===== config.mk =====
export PLATFORM = sky130hd
export DESIGN_NAME = alct_daq_rx_flat
export DESIGN_NICKNAME = d
export VERILOG_FILES = /design/src/rtl/alct_daq_pkg.sv /design/src/rtl/alct_daq_rx_if.sv /design/src/rtl/alct_daq_crc22.sv /design/src/rtl/alct_daq_rx.sv /design/src/flat_wrapper.sv
export SDC_FILE = /design/constraint.sdc
export NUM_CORES = 1
export LEC_CHECK = 0
export ABC_CLOCK_PERIOD_IN_PS = 3300
export CORE_ASPECT_RATIO = 1.2
export CORE_UTILIZATION = 35
export DETAILED_ROUTE_END_ITERATION = 8
export GPL_TIMING_DRIVEN = 0
export PLACE_DENSITY_LB_ADDON = 0.12
export SYNTH_ARGS = -nofsm -noshare
export SYNTH_HDL_FRONTEND = slang
export SYNTH_HIERARCHICAL = 1
export SYNTH_SLANG_ARGS = --single-unit

===== constraint.sdc =====
create_clock -name clk -period 3.3 [get_ports clk]
set_clock_uncertainty 0.05 [all_clocks]
set_input_delay 0.33 -clock clk [delete_from_list [all_inputs] [get_ports clk]]
set_output_delay 0.33 -clock clk [all_outputs]
set_load 0.02 [all_outputs]

===== src/rtl/alct_daq_pkg.sv =====
// Shared constants and state encoding for the ALCT DAQ stream receiver.
package alct_daq_pkg;

    localparam logic [18:0] HDR_WORD = 19'h0DB0A;
    localparam logic [18:0] TRL_WORD = 19'h0DE0D;
    localparam logic [7:0]  LEN_TAG  = 8'b00111010;
    localparam logic [5:0]  BINS_TAG = 6'h5;
    localparam logic [21:0] CRC_POLY = 22'h3;
    localparam logic [3:0]  HDR_NIB  = 4'hD;

    typedef enum logic [2:0] {
        IDLE,
        HDR,
        BODY,
        CRC_LO,
        CRC_HI,
        LEN
    } state_t;

endpackage


===== src/rtl/alct_daq_rx_if.sv =====
// DAQ stream input and per-frame status bundle between the link and the receiver.
interface alct_daq_rx_if #(
    parameter int CNT_W = 16
);
    logic [18:0]      daqp;
    logic             frame_done;
    logic             frame_ok;
    logic             crc_err;
    logic             len_err;
    logic             seq_err;
    logic [11:0]      bxn_l1a;
    logic [11:0]      l1a_cnt;
    logic [11:0]      rd_cnt;
    logic [3:0]       lct_bins;
    logic [4:0]       raw_bins;
    logic [10:0]      word_cnt;
    logic [CNT_W-1:0] good_frames;
    logic [CNT_W-1:0] bad_frames;

    modport master (
        output daqp,
        input  frame_done, frame_ok, crc_err, len_err, seq_err,
        input  bxn_l1a, l1a_cnt, rd_cnt, lct_bins, raw_bins, word_cnt,
        input  good_frames, bad_frames
    );

    modport slave (
        input  daqp,
        output frame_done, frame_ok, crc_err, len_err, seq_err,
        output bxn_l1a, l1a_cnt, rd_cnt, lct_bins, raw_bins, word_cnt,
        output good_frames, bad_frames
    );

endinterface


===== src/rtl/alct_daq_crc22.sv =====
// One-cycle CRC-22 (x^22+x+1) update over a 16-bit word, MSB first.
module alct_daq_crc22
    import alct_daq_pkg::*;
(
    input  logic [21:0] crc_in,
    input  logic [15:0] d,
    output logic [21:0] crc_out
);

    logic [21:0] c;

    always_comb begin
        c = crc_in;
        for (int i = 15; i >= 0; i--) begin
            c = (c[21] ^ d[i]) ? ({c[20:0], 1'b0} ^ CRC_POLY) : {c[20:0], 1'b0};
        end
        crc_out = c;
    end

endmodule


===== src/rtl/alct_daq_rx.sv =====
// ALCT DAQ frame receiver: frames the stream, checks CRC/length/sequence, reports status.
module alct_daq_rx
    import alct_daq_pkg::*;
#(
    parameter int MAX_WORDS = 2047,
    parameter int CNT_W     = 16
) (
    input logic          clk,
    input logic          hard_rst,
    alct_daq_rx_if.slave bus
);

    localparam logic [10:0] MAX_CNT = 11'(MAX_WORDS);

    logic [18:0]      din;
    state_t           state, state_nxt;
    logic [21:0]      crc, crc_nxt, crc_seed, crc_step;
    logic [10:0]      cnt, cnt_nxt, cnt_inc, fin_cnt;
    logic             e_crc, e_len, e_seq;
    logic             e_crc_nxt, e_len_nxt, e_seq_nxt;
    logic             fin_crc, fin_len, fin_seq;
    logic [11:0]      s_bxn, s_l1a, s_rd, s_bxn_nxt, s_l1a_nxt, s_rd_nxt;
    logic [3:0]       s_lct, s_lct_nxt;
    logic [4:0]       s_raw, s_raw_nxt;
    logic             finish, start, is_idle, is_hdr;
    logic [CNT_W-1:0] good_q, bad_q;

    assign is_idle = din[18];
    assign is_hdr  = (din == HDR_WORD);
    assign cnt_inc = cnt + 11'd1;
    // A header seen in IDLE or interrupting BODY seeds a fresh CRC
    assign crc_seed = (state == IDLE || (state == BODY && is_hdr)) ? '0 : crc;

    alct_daq_crc22 u_crc (
        .crc_in (crc_seed),
        .d      (din[15:0]),
        .crc_out(crc_step)
    );

    always_comb begin
        state_nxt = state;
        crc_nxt   = crc;
        cnt_nxt   = cnt;
        e_crc_nxt = e_crc;
        e_len_nxt = e_len;
        e_seq_nxt = e_seq;
        s_bxn_nxt = s_bxn;
        s_l1a_nxt = s_l1a;
        s_rd_nxt  = s_rd;
        s_lct_nxt = s_lct;
        s_raw_nxt = s_raw;
        finish    = 1'b0;
        start     = 1'b0;

        if (state != IDLE && is_idle) begin
            e_seq_nxt = 1'b1;
            finish    = 1'b1;
        end else begin
            case (state)
                IDLE: start = is_hdr;
                HDR: begin
                    cnt_nxt = cnt_inc;
                    crc_nxt = crc_step;
                    case (cnt)
                        11'd1: s_bxn_nxt = din[11:0];
                        11'd2: s_l1a_nxt = din[11:0];
                        11'd3: s_rd_nxt  = din[11:0];
                        11'd7: begin
                            s_lct_nxt = din[8:5];
                            s_raw_nxt = din[4:0];
                            state_nxt = BODY;
                            if (din[14:9] != BINS_TAG) e_seq_nxt = 1'b1;
                        end
                        default: ;
                    endcase
                    if (cnt <= 11'd3 && din[15:12] != HDR_NIB) e_seq_nxt = 1'b1;
                end
                BODY: begin
                    if (is_hdr) begin
                        e_seq_nxt = 1'b1;
                        finish    = 1'b1;
                        start     = 1'b1;
                    end else begin
                        cnt_nxt = cnt_inc;
                        crc_nxt = crc_step;
                        if (din == TRL_WORD) begin
                            state_nxt = CRC_LO;
                        end else if (cnt_inc == MAX_CNT) begin
                            e_len_nxt = 1'b1;
                            finish    = 1'b1;
                        end
                    end
                end
                CRC_LO: begin
                    cnt_nxt   = cnt_inc;
                    state_nxt = CRC_HI;
                    if (din[17:0] != {7'b0, crc[10:0]}) e_crc_nxt = 1'b1;
                end
                CRC_HI: begin
                    cnt_nxt   = cnt_inc;
                    state_nxt = LEN;
                    if (din[17:0] != {7'b0, crc[21:11]}) e_crc_nxt = 1'b1;
                end
                LEN: begin
                    cnt_nxt = cnt_inc;
                    finish  = 1'b1;
                    if (din[18:11] != LEN_TAG) e_seq_nxt = 1'b1;
                    if (din[10:0] != cnt_inc) e_len_nxt = 1'b1;
                end
                default: state_nxt = IDLE;
            endcase
        end

        // Snapshot the ending frame before a same-cycle restart overwrites it
        fin_crc = e_crc_nxt;
        fin_len = e_len_nxt;
        fin_seq = e_seq_nxt;
        fin_cnt = cnt_nxt;

        if (finish) state_nxt = IDLE;
        if (start) begin
            state_nxt = HDR;
            crc_nxt   = crc_step;
            cnt_nxt   = 11'd1;
            e_crc_nxt = 1'b0;
            e_len_nxt = 1'b0;
            e_seq_nxt = 1'b0;
            // Cleared so an early abort never reports a previous frame's fields
            s_bxn_nxt = '0;
            s_l1a_nxt = '0;
            s_rd_nxt  = '0;
            s_lct_nxt = '0;
            s_raw_nxt = '0;
        end
    end

    always_ff @(posedge clk) begin
        if (hard_rst) begin
            din            <= '0;
            state          <= IDLE;
            crc            <= '0;
            cnt            <= '0;
            e_crc          <= 1'b0;
            e_len          <= 1'b0;
            e_seq          <= 1'b0;
            s_bxn          <= '0;
            s_l1a          <= '0;
            s_rd           <= '0;
            s_lct          <= '0;
            s_raw          <= '0;
            good_q         <= '0;
            bad_q          <= '0;
            bus.frame_done <= 1'b0;
            bus.frame_ok   <= 1'b0;
            bus.crc_err    <= 1'b0;
            bus.len_err    <= 1'b0;
            bus.seq_err    <= 1'b0;
            bus.bxn_l1a    <= '0;
            bus.l1a_cnt    <= '0;
            bus.rd_cnt     <= '0;
            bus.lct_bins   <= '0;
            bus.raw_bins   <= '0;
            bus.word_cnt   <= '0;
        end else begin
            din            <= bus.daqp;
            state          <= state_nxt;
            crc            <= crc_nxt;
            cnt            <= cnt_nxt;
            e_crc          <= e_crc_nxt;
            e_len          <= e_len_nxt;
            e_seq          <= e_seq_nxt;
            s_bxn          <= s_bxn_nxt;
            s_l1a          <= s_l1a_nxt;
            s_rd           <= s_rd_nxt;
            s_lct          <= s_lct_nxt;
            s_raw          <= s_raw_nxt;
            bus.frame_done <= finish;
            if (finish) begin
                bus.frame_ok <= !(fin_crc | fin_len | fin_seq);
                bus.crc_err  <= fin_crc;
                bus.len_err  <= fin_len;
                bus.seq_err  <= fin_seq;
                bus.bxn_l1a  <= s_bxn_nxt;
                bus.l1a_cnt  <= s_l1a_nxt;
                bus.rd_cnt   <= s_rd_nxt;
                bus.lct_bins <= s_lct_nxt;
                bus.raw_bins <= s_raw_nxt;
                bus.word_cnt <= fin_cnt;
                if (!(fin_crc | fin_len | fin_seq)) begin
                    if (good_q != '1) good_q <= good_q + CNT_W'(1);
                end else begin
                    if (bad_q != '1) bad_q <= bad_q + CNT_W'(1);
                end
            end
            // A restart in the same cycle must still report the ending frame's fields
            if (finish && start) begin
                bus.bxn_l1a  <= s_bxn;
                bus.l1a_cnt  <= s_l1a;
                bus.rd_cnt   <= s_rd;
                bus.lct_bins <= s_lct;
                bus.raw_bins <= s_raw;
            end
        end
    end

    assign bus.good_frames = good_q;
    assign bus.bad_frames  = bad_q;

endmodule


===== src/flat_wrapper.sv =====
// flat-port wrapper written by rule: the top's interface ports become plain ports
module alct_daq_rx_flat import alct_daq_pkg::*;
#(
    parameter int MAX_WORDS = 2047,
    parameter int CNT_W     = 16
)
  (clk, hard_rst, bus_daqp, bus_frame_done, bus_frame_ok, bus_crc_err, bus_len_err, bus_seq_err, bus_bxn_l1a, bus_l1a_cnt, bus_rd_cnt, bus_lct_bins, bus_raw_bins, bus_word_cnt, bus_good_frames, bus_bad_frames);
  alct_daq_rx_if #(.CNT_W(CNT_W)) bus_i ();
  input logic clk;
  input logic hard_rst;
  input wire logic [$bits(bus_i.daqp)-1:0] bus_daqp;
  output wire logic [$bits(bus_i.frame_done)-1:0] bus_frame_done;
  output wire logic [$bits(bus_i.frame_ok)-1:0] bus_frame_ok;
  output wire logic [$bits(bus_i.crc_err)-1:0] bus_crc_err;
  output wire logic [$bits(bus_i.len_err)-1:0] bus_len_err;
  output wire logic [$bits(bus_i.seq_err)-1:0] bus_seq_err;
  output wire logic [$bits(bus_i.bxn_l1a)-1:0] bus_bxn_l1a;
  output wire logic [$bits(bus_i.l1a_cnt)-1:0] bus_l1a_cnt;
  output wire logic [$bits(bus_i.rd_cnt)-1:0] bus_rd_cnt;
  output wire logic [$bits(bus_i.lct_bins)-1:0] bus_lct_bins;
  output wire logic [$bits(bus_i.raw_bins)-1:0] bus_raw_bins;
  output wire logic [$bits(bus_i.word_cnt)-1:0] bus_word_cnt;
  output wire logic [$bits(bus_i.good_frames)-1:0] bus_good_frames;
  output wire logic [$bits(bus_i.bad_frames)-1:0] bus_bad_frames;
  assign bus_i.daqp = bus_daqp;
  assign bus_frame_done = bus_i.frame_done;
  assign bus_frame_ok = bus_i.frame_ok;
  assign bus_crc_err = bus_i.crc_err;
  assign bus_len_err = bus_i.len_err;
  assign bus_seq_err = bus_i.seq_err;
  assign bus_bxn_l1a = bus_i.bxn_l1a;
  assign bus_l1a_cnt = bus_i.l1a_cnt;
  assign bus_rd_cnt = bus_i.rd_cnt;
  assign bus_lct_bins = bus_i.lct_bins;
  assign bus_raw_bins = bus_i.raw_bins;
  assign bus_word_cnt = bus_i.word_cnt;
  assign bus_good_frames = bus_i.good_frames;
  assign bus_bad_frames = bus_i.bad_frames;
  alct_daq_rx #(.MAX_WORDS(MAX_WORDS), .CNT_W(CNT_W)) u_core (.clk(clk), .hard_rst(hard_rst), .bus(bus_i));
endmodule

==> results.toml, run 1 <==
[status]
outcome = "finished clean"

[sta]
setup_viol = 0
clock.fmax_mhz = 304
min_period_ns = 3.29
drv_slew = 0
slew_headroom = 0.456
setup_tns_ns = 0
rsz0062_at_grt = "yes"
fin_crit_sh = 0.997
hold_violations = 0
hold_ws_ns = 0.384
worstMarginPinSlew_ns = 0.816

[pwr]
swShare = 0.259
switchingPower_w = 0.00122
p_per_area_nw_per_um2 = 407
power_frac_comb = 0.046
p_leak_nw = 4.40
finalPower_w = 0.00470
internal-power_w = 0.00349
clkPwrFrac = 0.447
seq_power_share = 0.508
peakVddDrop_uv = 339

[setup_path]
start_kind = "flip-flop"
worstSetupEndpointType = "flip-flop"
critPathKind = "reg2reg"
cp_max_fo = 8
cp.required_ns = 3.55
arrival_ns = 3.54

[synth]
yosysUniqueCellTypes = 67
ys_warn_count = 6
synth_flop_cell = "dfxtp_1"
synth_edf_count = 0
synth.avg_cell_area_um2 = 8.88
synthArstFlopShare = 0
syn_inst = 991
synth.yosys.seq_area_share = 0.446
syn_area_um2 = 8800
synth_nets = 1018
synth_seq_cells = 196

[placement]
port_buffers = 113
dpl-instance-area_um2 = 10300
dp_hpwl_um = 17800
gp_congestion = 0.889

[global_routing]
grt_antenna_before_repair = 0
grt.busiest_layer = "met2"
grt.total_usage = 0.199
use_met3 = 0.0358
met2_usage = 0.324
gr-total-overflow = 0
grt_pass1_vias = 7288
met1_usage = 0.256
grt_first_pass_wirelength_um = 39900
grt_start_max_net_pins = 22

[finish]
fin_area_um2 = 11500
area_growth_pct = 31.2
diodes = 0
multi_input_area_um2 = 4720
seq_area_um2 = 3930
fillers = 2464
nets = 1175
final_layout_size_suffix_gt1_frac = 0.128

[drt]
route.detailed.wl_per_inst_um = 17.3
vias = 7610
firstDrtPassIters = 5
drc_errors = 0
vias_per_cell = 5.12
drt_iter0_drc = 457
wirelength_um = 25700
ant_nets = 0

[cts]
cts_tree = "yes"
cts_buffers = 17
cts_max_level = 4
cts_root_buf = "clkbuf_16"
clk_pin_slew_worst_paths_ns = 0.08
clockBufferDepth = 2
ctsHoldBuffers = 0
cts.sinks = 196
clk_latency_ns = 0.44

[floorplan]
die-area_um2 = 25800
core_area_um2 = 24700
boundaryPins = 114
dieHeight_um = 176
fp-row-count = 63
start_util = 0.357
die_w_um = 147

[flow_run]
maxCapViolations = 0

[min_path]
hold_class = "in2reg"
==> cells by family (layout without fill, tap and decap cells) <==
group / after synthesis / after routing / share of synthesized area
simple gates: 381 / 381 / 0.218
flops: 196 / 196 / 0.446
compound gates: 168 / 168 / 0.127
buf+inv: 99 / 269 / 0.0486
mux: 73 / 73 / 0.0835
xor+xnor: 67 / 67 / 0.0667
fa+ha+maj: 7 / 7 / 0.00967
==> synthesized netlist by cell type, drive strengths merged, types with 7 or more instances <==
library cell  instances  area share
xor2                 29       0.029
buf                  26       0.017
nor4                  9      0.0078
mux2i                70       0.080
nand3                20       0.011
and3                  9      0.0064
or4                   7      0.0060
xnor2                38       0.038
nor3                 11      0.0063
nand4                11      0.0078
and2                 30       0.021
o21ai                26       0.015
nor2                174       0.074
nor2b                29       0.021
dfxtp               196        0.45
clkbuf               53       0.023
inv                  20      0.0085
nand2                32       0.014
or3                  23       0.016
a21oi                44       0.025
o31ai                 9      0.0077
a211oi               56       0.048
==> state kept, by name, indices dropped and copies added, names as in the netlist, 3 cells and up <==
name                    count
u_core/bus.bad_frames      16
u_core/bus.bxn_l1a         12
u_core/bus.good_frames     16
u_core/bus.l1a_cnt         12
u_core/bus.lct_bins         4
u_core/bus.raw_bins         5
u_core/bus.rd_cnt          12
u_core/bus.word_cnt        11
u_core/cnt                 11
u_core/crc                 22
u_core/din                 19
u_core/s_bxn               12
u_core/s_l1a               12
u_core/s_lct                4
u_core/s_raw                5
u_core/s_rd                12
u_core/state                3
==> metrics by stage <==
step,instances,setup WS [ns],utilization
floorplan,991,0.0125,-
global placement,1429,-0.886,0.419
detailed placement,1429,-0.834,0.419
CTS,1480,0.000322,0.457
global route,1486,-0.106,0.468
finish,1486,0.0103,0.468
==> power by group through the flow <==
stage,registers [W],clock network (W),logic [W]
finish,0.00239,0.00210,0.000214
CTS,0.00239,0.00215,0.000211
global placement,0.00244,0,0.000201
global route,0.00239,0.00225,0.000230
floorplan,0.00244,0,0.000118
detailed placement,0.00244,0,0.000202
==> per-layer routing <==
metal | vias to the layer above | wire, um
met5 | - | 0
li1 | 3746 | -
met4 | 0 | 779
met1 | 3613 | 12000
met3 | 48 | 1180
met2 | 203 | 11800
==> cell usage in the layout (no fill, tap or decap), drive strengths merged, types with 3 or more instances in the layout <==
cell,synthesis,routed
dfxtp,196,196
nor2,174,174
clkdlybuf4s50,0,113
mux2i,70,70
clkbuf,53,69
a211oi,56,56
buf,26,52
a21oi,44,44
xnor2,38,38
nand2,32,32
and2,30,30
nor2b,29,29
xor2,29,29
o21ai,26,26
inv,20,24
or3,23,23
nand3,20,20
nand4,11,11
nor3,11,11
and3,9,9
clkinv,0,9
nor4,9,9
o31ai,9,9
or4,7,7
nand2b,6,6
and4,6,6
a31oi,6,6
ha,6,6
mux2,3,3
o22ai,3,3
o311ai,3,3
==> final timing paths <==
path                       from                          to  slack, ns  cells after the start
max               u_core/cnt[0]  u_core/bus.good_frames[15]       0.01                     12
max reg2reg       u_core/cnt[0]  u_core/bus.good_frames[15]       0.01                     12
min                 bus_daqp[8]               u_core/din[8]       0.38                      2
min reg2reg  u_core/bus.crc_err          u_core/bus.crc_err       0.41                      2
==> what timing repair did <==
item,in CTS,in global routing
gates cloned,0,2
pin swaps,8,22
gates resized for setup,45,55
endpoints found under the hold margin,0,0
endpoints found under the setup margin,144,84
setup buffers,20,6
==> layout make-up <==
class,instances,share of cell area
clock buffers,17,0.0369
well taps,325,0.0352
repair buffers,141,0.120
clock inverters,15,0.0160
multi-input cells,696,0.409
inverters,20,0.00705
flip-flops and latches,196,0.341
plain buffers,76,0.0353
==> critical path: stages, from the launching register on <==
cell and delay [ns]:
dfxtp_4 0.39, inv_4 0.05, ha_4 0.27, xor2_2 0.14, o21ai_1 0.08, or3_4 0.37, o41ai_4 0.39, o2111ai_2 0.22
or4b_4 0.61, buf_8 0.18, buf_8 0.14, o31ai_4 0.16, a21oi_1 0.09
Note: power is estimated with default switching activity, not from simulation.
==> run 2, diff against run 1 <==
--- a/config.mk
+++ b/config.mk
@@ -8,9 +8,11 @@
 export ABC_CLOCK_PERIOD_IN_PS = 3300
 export CORE_ASPECT_RATIO = 1.2
 export CORE_UTILIZATION = 35
+export CTS_CLUSTER_SIZE = 20
 export DETAILED_ROUTE_END_ITERATION = 8
 export GPL_TIMING_DRIVEN = 0
 export PLACE_DENSITY_LB_ADDON = 0.12
+export SLEW_MARGIN = 10
 export SYNTH_ARGS = -nofsm -noshare
 export SYNTH_HDL_FRONTEND = slang
 export SYNTH_HIERARCHICAL = 1
==> results of run 2 <==
The final DEF is identical to that of run 1; final timing and power are the same.
==> run 3, diff against run 2 <==
--- a/config.mk
+++ b/config.mk
@@ -12,8 +12,8 @@
 export DETAILED_ROUTE_END_ITERATION = 8
 export GPL_TIMING_DRIVEN = 0
 export PLACE_DENSITY_LB_ADDON = 0.12
+export SKIP_LAST_GASP = 1
 export SLEW_MARGIN = 10
 export SYNTH_ARGS = -nofsm -noshare
 export SYNTH_HDL_FRONTEND = slang
-export SYNTH_HIERARCHICAL = 1
 export SYNTH_SLANG_ARGS = --single-unit
==> run 3 against run 2 <==
Compared with the run above:
- non-clock buffer count down 17
- sequential cell count unchanged
- synthesized area up 2.0%
- hold slack worse by 0.0013 ns
- first-iteration DRC count down 19%
- synthesized cell count up 1.8%
- critical path depth down 1
- sequential power up 3%
- global-route usage up 0.19 points
==> results.toml, run 3 <==
[cts]
cts.sinks = 196
cts_tree = "yes"
clockBufferDepth = 2
clk_latency_ns = 0.44
ctsHoldBuffers = 0
cts_root_buf = "clkbuf_16"
cts_max_level = 4
clk_pin_slew_worst_paths_ns = 0.08
cts_buffers = 17

[setup_path]
r2r_slack_ns = 0.11
critPathKind = "reg2reg"
slowest_delay_ns = 0.48
worstSetupEndpointType = "flip-flop"
cp_max_fo = 10
critical-path-slowest-cell = "or4_1"
path_cells = "buf_8 -> nand4_1 -> nor3_4 -> xnor2_4 -> xnor2_1 -> a2111o_1 -> a311oi_4 -> nand3_2 -> buf_6 -> or4_1 -> a21oi_2"
arrival_ns = 3.52
start_kind = "flip-flop"
cp.required_ns = 3.63

[placement]
dp_hpwl_um = 18500
gp_congestion = 0.884
port_buffers = 113

[drt]
drc_errors = 0
vias = 7590
ant_nets = 0
drt_iter0_drc = 372
wirelength_um = 25800
firstDrtPassIters = 6
route.detailed.wl_per_inst_um = 17.3
vias_per_cell = 5.09

[synth]
synthTopCellsByCount = "nor2_1 (205), dfxtp_1 (196), mux2i_1 (64), xnor2_1 (64), a211oi_1 (61)"
synth.yosys.seq_area_share = 0.437
synth_top_area_frac = 0.437
yosysTopAreaCell = "dfxtp_1"
ys_warn_count = 0
synth_edf_count = 0
synthArstFlopShare = 0
synth_flop_cell = "dfxtp_1"
syn_area_um2 = 8970
yosysUniqueCellTypes = 66
synth_seq_cells = 196
ys_top_cells_by_area = "dfxtp_1 (44%), nor2_1 (8.6%), mux2i_1 (7.1%)"
yosysMostFrequentCell = "nor2_1"
synth.avg_cell_area_um2 = 8.89
syn_inst = 1009
synth_nets = 1036

[sta]
hold_violations = 0
fin_crit_sh = 0.966
min_period_ns = 3.19
rsz0062_at_grt = "yes"
clock.fmax_mhz = 314
setup_viol = 0
drv_slew = 0
worstMarginPinSlew_ns = 0.918
slew_headroom = 0.388

[floorplan]
boundaryPins = 114
die-area_um2 = 26300
die_w_um = 148
start_util = 0.360
fp-row-count = 63
core_area_um2 = 24900
dieHeight_um = 177

[finish]
final_layout_size_suffix_gt1_frac = 0.110
area_growth_pct = 27.4
diodes = 0
final_util = 0.459
top_register = "u_core.crc"
largest_registers = "u_core.crc x22, u_core.din x19"
nets = 1179
layout_commonest_cell = "nor2_1"
largest_reg_flops = 22
layout_common_cells = "nor2_1 (205), dfxtp_1 (193), clkdlybuf4s50_1 (113)"

[global_routing]
grt.total_usage = 0.201
grt.busiest_layer = "met2"
met1_usage = 0.265
use_met3 = 0.0314
grt_pass1_vias = 7172
met2_usage = 0.326
gr-total-overflow = 0
grt_antenna_before_repair = 0
grt_first_pass_wirelength_um = 40500
grt_start_max_net_pins = 22

[min_path]
hold_class = "in2reg"

[flow_run]
maxCapViolations = 0

[pwr]
p_per_area_nw_per_um2 = 444
p_leak_nw = 4.13
peakVddDrop_uv = 316
finalPower_w = 0.00507

[status]
outcome = "finished clean"
run 3: changes by cell type in the layout (fill, tap and decap cells not counted), moves of 7 or more:
cell	change
buf_4	-19
nand2b_1	+7
nor2_1	+32
nor2b_1	+7
nand2_1	+7
xnor2_1	+29
mux2_2	+9
or3_1	-12
o21ai_0	-11
and2_1	-25
run 3: final timing paths:
check | start | to | cells past startpoint
setup / recovery | u_core.cnt[0] | u_core.bus.good_frames[9] | 11
hold / removal | bus_daqp[14] | u_core.din[14] | 2
setup reg to reg | u_core.cnt[0] | u_core.bus.good_frames[9] | 11
hold reg to reg | u_core.s_bxn[4] | u_core.s_bxn[4] | 2
run 3: power breakdown:
part           internal, W  switching [W]
clock              0.00103        0.00108
combinational     0.000213       0.000291
sequential         0.00241      0.0000489
run 3: layout make-up:
class,count,area (um^2)
Buffer,73,377
Clock buffer,17,425
Clock inverter,15,179
Fill cell,2479,13500
Inverter,13,52.6
Multi-Input combinational cell,724,4810
Sequential cell,196,3930
Tap cell,325,407
Timing Repair Buffer,127,1250
run 3: cell families (layout without fill, tap and decap cells):
logic type	Yosys count	after routing	synth area share
fa+ha+maj	6	6	0.00836
compound gates	151	151	0.119
mux	75	75	0.0852
buf+inv	89	245	0.0428
simple gates	399	399	0.215
xor+xnor	93	93	0.0933
flops	196	196	0.437
run 3: worst max-delay path, delay by kind of cell, from the launching register on:
family | cells | cell delay (ns)
and+or+nand+nor | 4 | 1.10
xor gates and xnor gates | 2 | 0.26
DFF | 1 | 0.39
buffers and inverters | 2 | 0.30
AOI/OAI and AO/OA | 3 | 1.02
run 3: through the flow:
stage	std cells	instance area, um^2	TNS (ns)	setup WS [ns]	hold WS [ns]
detailed placement	1447	10500	-27.77	-0.546	0.422
global route	1490	11400	-0.463	-0.0916	0.387
floorplan	1009	8970	0	0.239	0.397
finish	1490	11400	0	0.111	0.383
CTS	1482	11200	0	0.0205	0.371
global placement	1447	10500	-25.46	-0.536	0.409
run 3: timing repair:
action                     4_1_cts  5_1_grt
setup endpoints to repair      111       62
pin swaps                        3        9
buffers inserted                 4       10
resized for setup               23       41
run 3: layer usage:
metal	routed length, um	vias to the layer above
met5	0	-
met2	11900	211
li1	-	3774
met1	12000	3566
met3	1120	39
met4	694	0
